===== src/rtl/issue_queue_param.sv =====
// Reservation-station issue queue with CDB operand capture and oldest-ready issue.
// Define ISSUE_QUEUE_OCC_EN to add the registered occupancy output.
module issue_queue_param #(
  parameter int DEPTH     = 8,
  parameter int TAG_W     = 4,
  parameter int DATA_W    = 32,
  parameter int PAYLOAD_W = 16
) (
  input  logic                 clk,
  input  logic                 rst,
  input  logic                 flush,
  input  logic                 disp_valid,
  output logic                 disp_ready,
  input  logic [PAYLOAD_W-1:0] disp_payload,
  input  logic                 disp_rdy1,
  input  logic                 disp_rdy2,
  input  logic [TAG_W-1:0]     disp_tag1,
  input  logic [TAG_W-1:0]     disp_tag2,
  input  logic [DATA_W-1:0]    disp_val1,
  input  logic [DATA_W-1:0]    disp_val2,
  input  logic                 cdb_valid,
  input  logic [TAG_W-1:0]     cdb_tag,
  input  logic [DATA_W-1:0]    cdb_data,
  output logic                 issue_valid,
  input  logic                 issue_ready,
  output logic [PAYLOAD_W-1:0] issue_payload,
  output logic [DATA_W-1:0]    issue_op1,
  output logic [DATA_W-1:0]    issue_op2,
`ifdef ISSUE_QUEUE_OCC_EN
  output logic [$clog2(DEPTH+1)-1:0] occupancy,
`endif
  output logic                 empty,
  output logic                 full
);

  localparam int IDX_W = $clog2(DEPTH);

  logic [DEPTH-1:0]     valid_q;
  logic [DEPTH-1:0]     rdy1_q;
  logic [DEPTH-1:0]     rdy2_q;
  logic [TAG_W-1:0]     tag1_q [DEPTH];
  logic [TAG_W-1:0]     tag2_q [DEPTH];
  logic [DATA_W-1:0]    val1_q [DEPTH];
  logic [DATA_W-1:0]    val2_q [DEPTH];
  logic [PAYLOAD_W-1:0] pl_q   [DEPTH];
  // older_q[i][j] set means entry i was dispatched before entry j
  logic [DEPTH-1:0]     older_q [DEPTH];

  logic [DEPTH-1:0] elig;
  logic [DEPTH-1:0] sel;
  logic [IDX_W-1:0] free_idx;
  logic             free_found;
  logic             do_disp;
  logic             do_iss;
  logic             byp1;
  logic             byp2;

  assign empty       = ~|valid_q;
  assign full        = &valid_q;
  assign disp_ready  = ~full;
  assign elig        = valid_q & rdy1_q & rdy2_q;
  assign issue_valid = |elig;
  assign do_disp     = disp_valid && !full;
  assign do_iss      = issue_valid && issue_ready;
  assign byp1        = cdb_valid && (disp_tag1 == cdb_tag);
  assign byp2        = cdb_valid && (disp_tag2 == cdb_tag);

  always_comb begin
    sel = '0;
    for (int i = 0; i < DEPTH; i++) begin
      sel[i] = elig[i];
      for (int j = 0; j < DEPTH; j++) begin
        if (j != i && elig[j] && older_q[j][i]) sel[i] = 1'b0;
      end
    end
  end

  always_comb begin
    issue_payload = '0;
    issue_op1     = '0;
    issue_op2     = '0;
    for (int i = 0; i < DEPTH; i++) begin
      if (sel[i]) begin
        issue_payload = issue_payload | pl_q[i];
        issue_op1     = issue_op1 | val1_q[i];
        issue_op2     = issue_op2 | val2_q[i];
      end
    end
  end

  always_comb begin
    free_idx   = '0;
    free_found = 1'b0;
    for (int i = 0; i < DEPTH; i++) begin
      if (!valid_q[i] && !free_found) begin
        free_idx   = IDX_W'(i);
        free_found = 1'b1;
      end
    end
  end

  always_ff @(posedge clk) begin
    if (rst || flush) begin
      valid_q <= '0;
    end else begin
      for (int i = 0; i < DEPTH; i++) begin
        if (do_iss && sel[i]) valid_q[i] <= 1'b0;
        if (valid_q[i] && cdb_valid) begin
          if (!rdy1_q[i] && tag1_q[i] == cdb_tag) begin
            rdy1_q[i] <= 1'b1;
            val1_q[i] <= cdb_data;
          end
          if (!rdy2_q[i] && tag2_q[i] == cdb_tag) begin
            rdy2_q[i] <= 1'b1;
            val2_q[i] <= cdb_data;
          end
        end
      end
      if (do_disp) begin
        valid_q[free_idx] <= 1'b1;
        pl_q[free_idx]    <= disp_payload;
        tag1_q[free_idx]  <= disp_tag1;
        tag2_q[free_idx]  <= disp_tag2;
        rdy1_q[free_idx]  <= disp_rdy1 || byp1;
        rdy2_q[free_idx]  <= disp_rdy2 || byp2;
        val1_q[free_idx]  <= (!disp_rdy1 && byp1) ? cdb_data : disp_val1;
        val2_q[free_idx]  <= (!disp_rdy2 && byp2) ? cdb_data : disp_val2;
        // new entry is younger than every other slot
        for (int j = 0; j < DEPTH; j++) begin
          older_q[free_idx][j] <= 1'b0;
          if (IDX_W'(j) != free_idx) older_q[j][free_idx] <= 1'b1;
        end
      end
    end
  end

`ifdef ISSUE_QUEUE_OCC_EN
  localparam int OCC_W = $clog2(DEPTH+1);

  always_ff @(posedge clk) begin
    if (rst || flush) begin
      occupancy <= '0;
    end else begin
      occupancy <= occupancy + OCC_W'(do_disp) - OCC_W'(do_iss);
    end
  end
`endif

endmodule


===== config.mk =====
export PLATFORM = sky130hd
export DESIGN_NAME = issue_queue_param
export DESIGN_NICKNAME = d
export VERILOG_FILES = /design/src/rtl/issue_queue_param.sv
export SDC_FILE = /design/constraint.sdc
export NUM_CORES = 1
export LEC_CHECK = 0
export CAP_MARGIN = 0
export CORE_UTILIZATION = 54
export DETAILED_ROUTE_END_ITERATION = 8
export GPL_ROUTABILITY_DRIVEN = 1
export PLACE_DENSITY = 0.76
export SLEW_MARGIN = 20
export SYNTH_ARGS = -nofsm -noshare
export SYNTH_HDL_FRONTEND = slang
export SYNTH_SLANG_ARGS = --single-unit

===== constraint.sdc =====
create_clock -name clk -period 4.01 [get_ports clk]
set_input_delay 0.401 -clock clk [delete_from_list [all_inputs] [get_ports clk]]
set_output_delay 0.401 -clock clk [all_outputs]
set_load 0.05 [all_outputs]

==> impl_metrics.env, run 1 <==
export IMPL_wl_met2_um=56100
export IMPL_place_inst=3810
export IMPL_hp_class="flop to flop"
export IMPL_grt_max_degree=50
export IMPL_finish_instance_area_sq_mm=0.0444
export IMPL_fin_ws_ps=-19.3
export IMPL_r2r_start="valid_q[2]"
export IMPL_postSynthCellCount=2813
export IMPL_track_usage_pct=33.6
export IMPL_vias=26300
export IMPL_combPwrFrac_pct=5.6
export IMPL_end_kind="output pin"
export IMPL_highest_layer="met5"
export IMPL_r2r_setup_slack_ps=980
export IMPL_powerDensity_mw_per_mm2=388
export IMPL_clk_latency_ps=650
export IMPL_area_delta_synth_final_pct=19.3
export IMPL_finalCritPeriodShare_pct=100
export IMPL_routedWlPerCell_um=29.9
export IMPL_chipHeight_um=265
export IMPL_cts_hold_buf=0
export IMPL_final_cells=3959
export IMPL_met1_length_um=42600
export IMPL_avgSynthCellArea_sq_um=13.2
export IMPL_core_region_area_sq_mm=0.0676
export IMPL_rsz0062_at_grt="true"
export IMPL_criticalPathCategory="flop to output pin"
export IMPL_cpPeakStageDelay_ps=960
export IMPL_grt_pass1_vias=26500
export IMPL_start_util_pct=55.0
export IMPL_h_tree_depth=3
export IMPL_grt_pass1_wl_um=173000
export IMPL_nets=3160
export IMPL_r2r_end="val1_q[5][2]"
export IMPL_rows=95
export IMPL_required_ps=3610
export IMPL_relSlewSlack_pct=19.9
export IMPL_switching_share_pct=21.9
export IMPL_arrival_ps=3630
export IMPL_sequentialPowerShare_pct=52.5
export IMPL_net_switching_power_uw=3770
export IMPL_dr_wl_met3_um=14200
export IMPL_clockRootBuffer="clkbuf_16"
export IMPL_clk_pin_slew_ps=60
export IMPL_yosys_area_top_type_share_pct=58.1
export IMPL_holdPathEnd="older_q[1][2]"
export IMPL_intPower_uw=13500
export IMPL_cts_buffers=82
export IMPL_portBuffers=215
export IMPL_worstMarginPinSlew_ps=1200
export IMPL_ys_async_sr_fraction_pct=0
export IMPL_grt_ovfl_total=0
export IMPL_drv_cap=0
export IMPL_clock_power_share_pct=41.9
export IMPL_synth_area_leader_cell="edfxtp_1"
export IMPL_critPathMaxFanout=43
export IMPL_drive_above_1_share_pct=28.6
export IMPL_synthesis_area_sq_mm=0.0372
export IMPL_slew_viol_final=0
export IMPL_ys_flop_type="edfxtp_1"
export IMPL_power_total_uw=17200
export IMPL_antenna_found_initial=5
export IMPL_cp_slowest_cell="nor2_4"
export IMPL_wl_um=118000
export IMPL_violations="negative setup slack"
export IMPL_cpMostUsedCell="buf_12"
export IMPL_ir_worst_vdd_v=0.000297
export IMPL_hold_depth=2
export IMPL_hold_start="older_q[1][2]"
export IMPL_worstSetupStartpointType="flop"
export IMPL_yosysSeqAreaShare_pct=61.5
export IMPL_fin_crit_ps=4030
export IMPL_finalHoldViolCount=0
export IMPL_clock_skew_ps=28.8
export IMPL_drt_iter0_markers=3759
export IMPL_dpl_cell_area_sq_mm=0.0418
export IMPL_remaining_drc_errors=0
export IMPL_cts_sink_count=784
export IMPL_n_fill_cell=4678
export IMPL_cp_cell_sequence="nand4_1 > nand4_1 > buf_12 > nor2_4 > buf_12 > a22oi_1 > o2111ai_1 > buf_4 > buf_12"
export IMPL_synth_edff_count=720
export IMPL_cts_tree="built"
export IMPL_cts_buffer_depth=3
export IMPL_dp_hpwl_um=67100
export IMPL_fmax_ghz=0.248
export IMPL_status="finished with violations"
export IMPL_place_congestion=0.940
export IMPL_yosysUniqueCellTypes=52
export IMPL_first_pass_iters=6
export IMPL_fp_dieArea_sq_mm=0.0700
export IMPL_syn_num_nets=2945
export IMPL_yosysWarnings=0
export IMPL_antenna_left=0
export IMPL_setup_viol=2
export IMPL_die_width_um=265
export IMPL_synthTopCellsByArea="edfxtp_1 (58%), mux2_2 (13%), dfxtp_1 (3.4%)"
export IMPL_vias_per_cell=6.63
export IMPL_ff2ff_path_depth=8
export IMPL_ios=216
export IMPL_leakage_uw=0.0166
export IMPL_synth_seq_cells=784
[area by class of cell]
type	instances	area, sq um	share of cell area (%)
diodes	3	7.51	0.0169
clock inverters	37	312	0.702
multi-input cells	1510	12400	27.9
clock buffers	102	2180	4.91
flip-flops and latches	784	22900	51.6
repair buffers	349	4370	9.85
well taps	873	1090	2.46
inverters	301	1140	2.56
[worst max path at each step]
stage / from / end / slack (ps) / cells after the start
6_report: rdy1_q[3] / issue_payload[5] / -20 / 9
3_3_place_gp: valid_q[0] / issue_payload[1] / 440 / 8
5_1_grt: rdy1_q[3] / issue_payload[11] / -50 / 9
3_5_place_dp: valid_q[3] / issue_payload[1] / 460 / 8
2_1_floorplan: cdb_valid / val2_q[3][0] / 790 / 6
4_1_cts: rdy1_q[2] / issue_op1[1] / 2 / 8
[layout by cell type (no fill, tap or decap), types with 5 or more instances in the layout]
master and n:
mux2_2 441, buf_4 98, inv_1 297, clkdlybuf4s50_1 135, o2111ai_1 48, nor2b_1 8
nand4_1 83, a21oi_1 7, mux2_4 60, o311ai_0 6, nand2_1 176, and3_1 7
clkinv_2 9, clkbuf_1 17, a22oi_1 119, nand3_1 37, mux2i_1 6, edfxtp_1 720
nor2_1 26, clkinv_1 18, a2111oi_0 72, buf_12 112, mux2_1 11, clkbuf_16 84
nor2_4 8, dfxtp_1 60, nand3_2 5, a2111oi_1 6, o31ai_4 10, nand2_2 12
nor3_1 251, xnor2_1 38, xor2_1 34
[metrics by stage]
stage | setup TNS (ps) | hold slack, ps | setup slack, ps | utilization (%)
floorplan | 0 | 422 | 787 | -
global placement | 0 | 429 | 444 | 61.8
detailed placement | 0 | 433 | 464 | 61.8
CTS | 0 | 442 | 1.56 | 65.5
global route | -98.1 | 456 | -52.4 | 65.6
finish | -32.8 | 441 | -19.3 | 65.6
[cell families (layout without fill, tap and decap cells)]
family | count (synthesis) | after routing | synth area share (%)
DFF | 784 | 784 | 61.5
and+or+nand+nor | 635 | 636 | 8.45
buffers and inverters | 520 | 789 | 5.95
muxes | 518 | 518 | 16.3
AOI/OAI and AO/OA | 284 | 284 | 6.14
xor gates and xnor gates | 72 | 72 | 1.69
other | 0 | 3 | 0
[per-layer routing]
| layer | vias up | track usage [%] |
|---|---|---|
| met5 | - | 0 |
| met4 | 4 | 14.2 |
| met3 | 363 | 7.91 |
| met2 | 1909 | 54.5 |
| met1 | 13000 | 43.4 |
| li1 | 10900 | - |
[power by group through the flow]
stage	logic (uW)	clock network (uW)	registers (uW)
2_1_floorplan	512	0	9180
3_3_place_gp	905	0	9210
3_5_place_dp	943	0	9210
6_report	967	7220	9040
5_1_grt	1020	7530	9040
4_1_cts	955	7230	9040
[synthesized netlist by cell type (all sizes together), types with 2 or more instances]
library cell and n:
nand4 83, or4 2, o21ai 2, xor2 34, nor2 34, dfxtp 64, o311ai 6, clkbuf 107
or3 3, clkinv 2, nand4b 3, o31ai 10, a32oi 2, and3 7, nor2b 8, o2111ai 48
a2111oi 80, o21a 4, nand2 192, nor3 254, nand3 42, a22oi 119, xnor2 38, edfxtp 720
a21oi 7, a31oi 2, buf 112, nor3b 2, mux2 512, mux2i 6, inv 299
[state kept, by name, indices dropped and copies added (netlist names)]
register / cells
tag1_q: 32
rdy2_q: 8
valid_q: 8
tag2_q: 32
val1_q: 256
pl_q: 128
rdy1_q: 8
val2_q: 256
older_q: 56
[repair_timing]
item,in CTS,in global routing
pin swaps,1,2
setup endpoints to repair,33,46
gates resized for setup,8,12
gates cloned,1,0
setup buffers,3,3
[worst max-delay path, delay by kind of cell (launching register included)]
kind / cells / cell delay (ps)
AND/OR/NAND/NOR: 3 / 1300
buffers and inverters: 4 / 840
flip-flops: 1 / 590
AO/OA/AOI/OAI: 2 / 210
Note: power is estimated with default switching activity, not from simulation.
==> run 2, diff against run 1 <==
--- a/config.mk
+++ b/config.mk
@@ -6,6 +6,7 @@
 export NUM_CORES = 1
 export LEC_CHECK = 0
 export CAP_MARGIN = 0
+export CORE_MARGIN = 2
 export CORE_UTILIZATION = 54
 export DETAILED_ROUTE_END_ITERATION = 8
 export GPL_ROUTABILITY_DRIVEN = 1
==> run 2 against run 1 <==
  * The run still ends with negative setup slack left
  * Fmax is 0.30% higher
  * Final area hardly changed
  * Hold slack better by 2.2 ps
  * Register-to-register slack hardly changed
  * Critical path type unchanged
  * Critical endpoint is now issue_op2[27]
  * Largest power group unchanged
==> impl_metrics.env, run 2 (same netlist as run 1, synthesis figures left out) <==
export IMPL_critPathTopFamily="simple AND/OR/NAND/NOR gates"
export IMPL_area_delta_synth_final_pct=19.3
export IMPL_relSlewSlack_pct=19.2
export IMPL_portBuffers=215
export IMPL_grt_ovfl_total=0
export IMPL_rsz0062_at_grt="true"
export IMPL_ir_worst_vdd_v=0.000376
export IMPL_clk_pin_slew_ps=60
export IMPL_start_util_pct=54.4
export IMPL_dpl_cell_area_sq_mm=0.0418
export IMPL_remaining_drc_errors=0
export IMPL_vias_per_cell=6.59
export IMPL_finish_instance_area_sq_mm=0.0444
export IMPL_drive_above_1_share_pct=28.4
export IMPL_drt_iter0_markers=3632
export IMPL_end_kind="output pin"
export IMPL_finalHoldViolCount=0
export IMPL_arrival_ps=3620
export IMPL_first_pass_iters=7
export IMPL_cp_cell_sequence="nand4_1 > nand4_1 > nor2_4 > buf_4 > buf_4 > a22oi_1 > o2111ai_1 > buf_12"
export IMPL_track_usage_pct=32.9
export IMPL_fin_crit_ps=4020
export IMPL_cts_sink_count=784
export IMPL_fmax_ghz=0.249
export IMPL_core_region_area_sq_mm=0.0685
export IMPL_vias=26100
export IMPL_worstSetupStartpointType="flop"
export IMPL_grt_max_degree=66
export IMPL_cp_slowest_cell="edfxtp_1"
export IMPL_final_common_cell="edfxtp_1"
export IMPL_hp_class="flop to flop"
export IMPL_grt_pass1_wl_um=170000
export IMPL_antenna_left=0
export IMPL_status="finished with violations"
export IMPL_cpPeakStageDelay_ps=540
export IMPL_routedWlPerCell_um=29.7
export IMPL_criticalPathCategory="flop to output pin"
export IMPL_biggestRegsByFlops="val1_q: 256 flops, val2_q: 256 flops, pl_q: 128 flops"
export IMPL_drv_cap=0
export IMPL_cts_tree="built"
export IMPL_dp_hpwl_um=67700
export IMPL_slew_viol_final=0
export IMPL_clockRootBuffer="clkbuf_16"
export IMPL_place_congestion=0.934
export IMPL_grt_pass1_vias=25700
export IMPL_fp_dieArea_sq_mm=0.0711
export IMPL_cts_buffer_depth=3
export IMPL_fin_ws_ps=-7.40
export IMPL_antenna_found_initial=12
export IMPL_chipHeight_um=267
export IMPL_violations="negative setup slack"
export IMPL_critPathMaxFanout=18
export IMPL_wl_um=118000
export IMPL_rows=96
export IMPL_clk_latency_ps=650
export IMPL_setup_tns_ps=-14.4
export IMPL_die_width_um=267
export IMPL_setup_viol=2
export IMPL_nets=3146
export IMPL_worstMarginPinSlew_ps=1210
export IMPL_ios=216
export IMPL_required_ps=3610
export IMPL_cts_buffers=80
export IMPL_powerDensity_mw_per_mm2=387
export IMPL_h_tree_depth=3
export IMPL_crit_buf_inv=3
export IMPL_layout_common_cells="edfxtp_1 (720), mux2_2 (441), inv_1 (297), nor3_1 (251), nand2_1 (176)"
export IMPL_leakage_uw=0.0166
export IMPL_finalCritPeriodShare_pct=100
export IMPL_clock_skew_ps=29.6
==> run 2: changes by cell type in the layout (fill, tap and decap cells not counted), sizes merged, moves of 2 or more <==
| cell | before | now |
|---|---|---|
| buf | 214 | 203 |
| diode | 3 | 6 |
| bufinv | 2 | 4 |
| clkinv | 33 | 35 |
==> run 2: final timing paths <==
kind / start / endpoint / slack (ps) / cells past startpoint
hold / removal: older_q[3][0] / older_q[3][0] / 440 / 2
setup reg to reg: valid_q[2] / val2_q[5][22] / 990 / 8
hold reg to reg: older_q[3][0] / older_q[3][0] / 440 / 2
setup / recovery: rdy2_q[4] / issue_op2[27] / -7 / 8
==> run 2: layer usage <==
metal	up-vias	part of all wire, %	track usage [%]
li1	10900	-	-
met1	12900	37	44.3
met2	1926	47	52.1
met3	345	12	6.38
met4	12	4.2	14.8
met5	-	0.063	0
==> run 2: power breakdown <==
group	internal, uW	switching (uW)	total, uW
registers	8990	44.1	9040
logic	463	500	963
clock network	4020	3180	7190
==> run 2: layout make-up <==
| type | instances | area (sq um) |
|---|---|---|
| fillers | 4826 | 24100 |
| inverters | 301 | 1140 |
| clock buffers | 101 | 2130 |
| well taps | 882 | 1100 |
| diodes | 6 | 15.0 |
| flip-flops and latches | 784 | 22900 |
| repair buffers | 338 | 4370 |
| multi-input cells | 1509 | 12400 |
| clock inverters | 39 | 328 |
==> run 2: tightest hold or removal path, stage by stage (launching register included) <==
cell and delay, ps:
dfxtp_1 310, nand2_1 50, nand2_1 40
==> run 2: metrics by stage <==
step           total power [uW]  setup slack [ps]  instances  hold slack [ps]  util (%)
2_1_floorplan              9700               787       2813              422         -
3_5_place_dp              10100               444       3807              434      61.0
3_3_place_gp              10100               538       3807              430      61.0
5_1_grt                   17600             -30.3       3960              461      64.9
6_report                  17200             -7.40       3960              443      64.9
4_1_cts                   17200              42.0       3950              443      64.7
==> run 2: repair_timing <==
action	4_1_cts	5_1_grt
resized for setup	9	22
pin swaps	3	2
hold buffers	0	0
buffers inserted	3	4
setup endpoints to repair	23	25
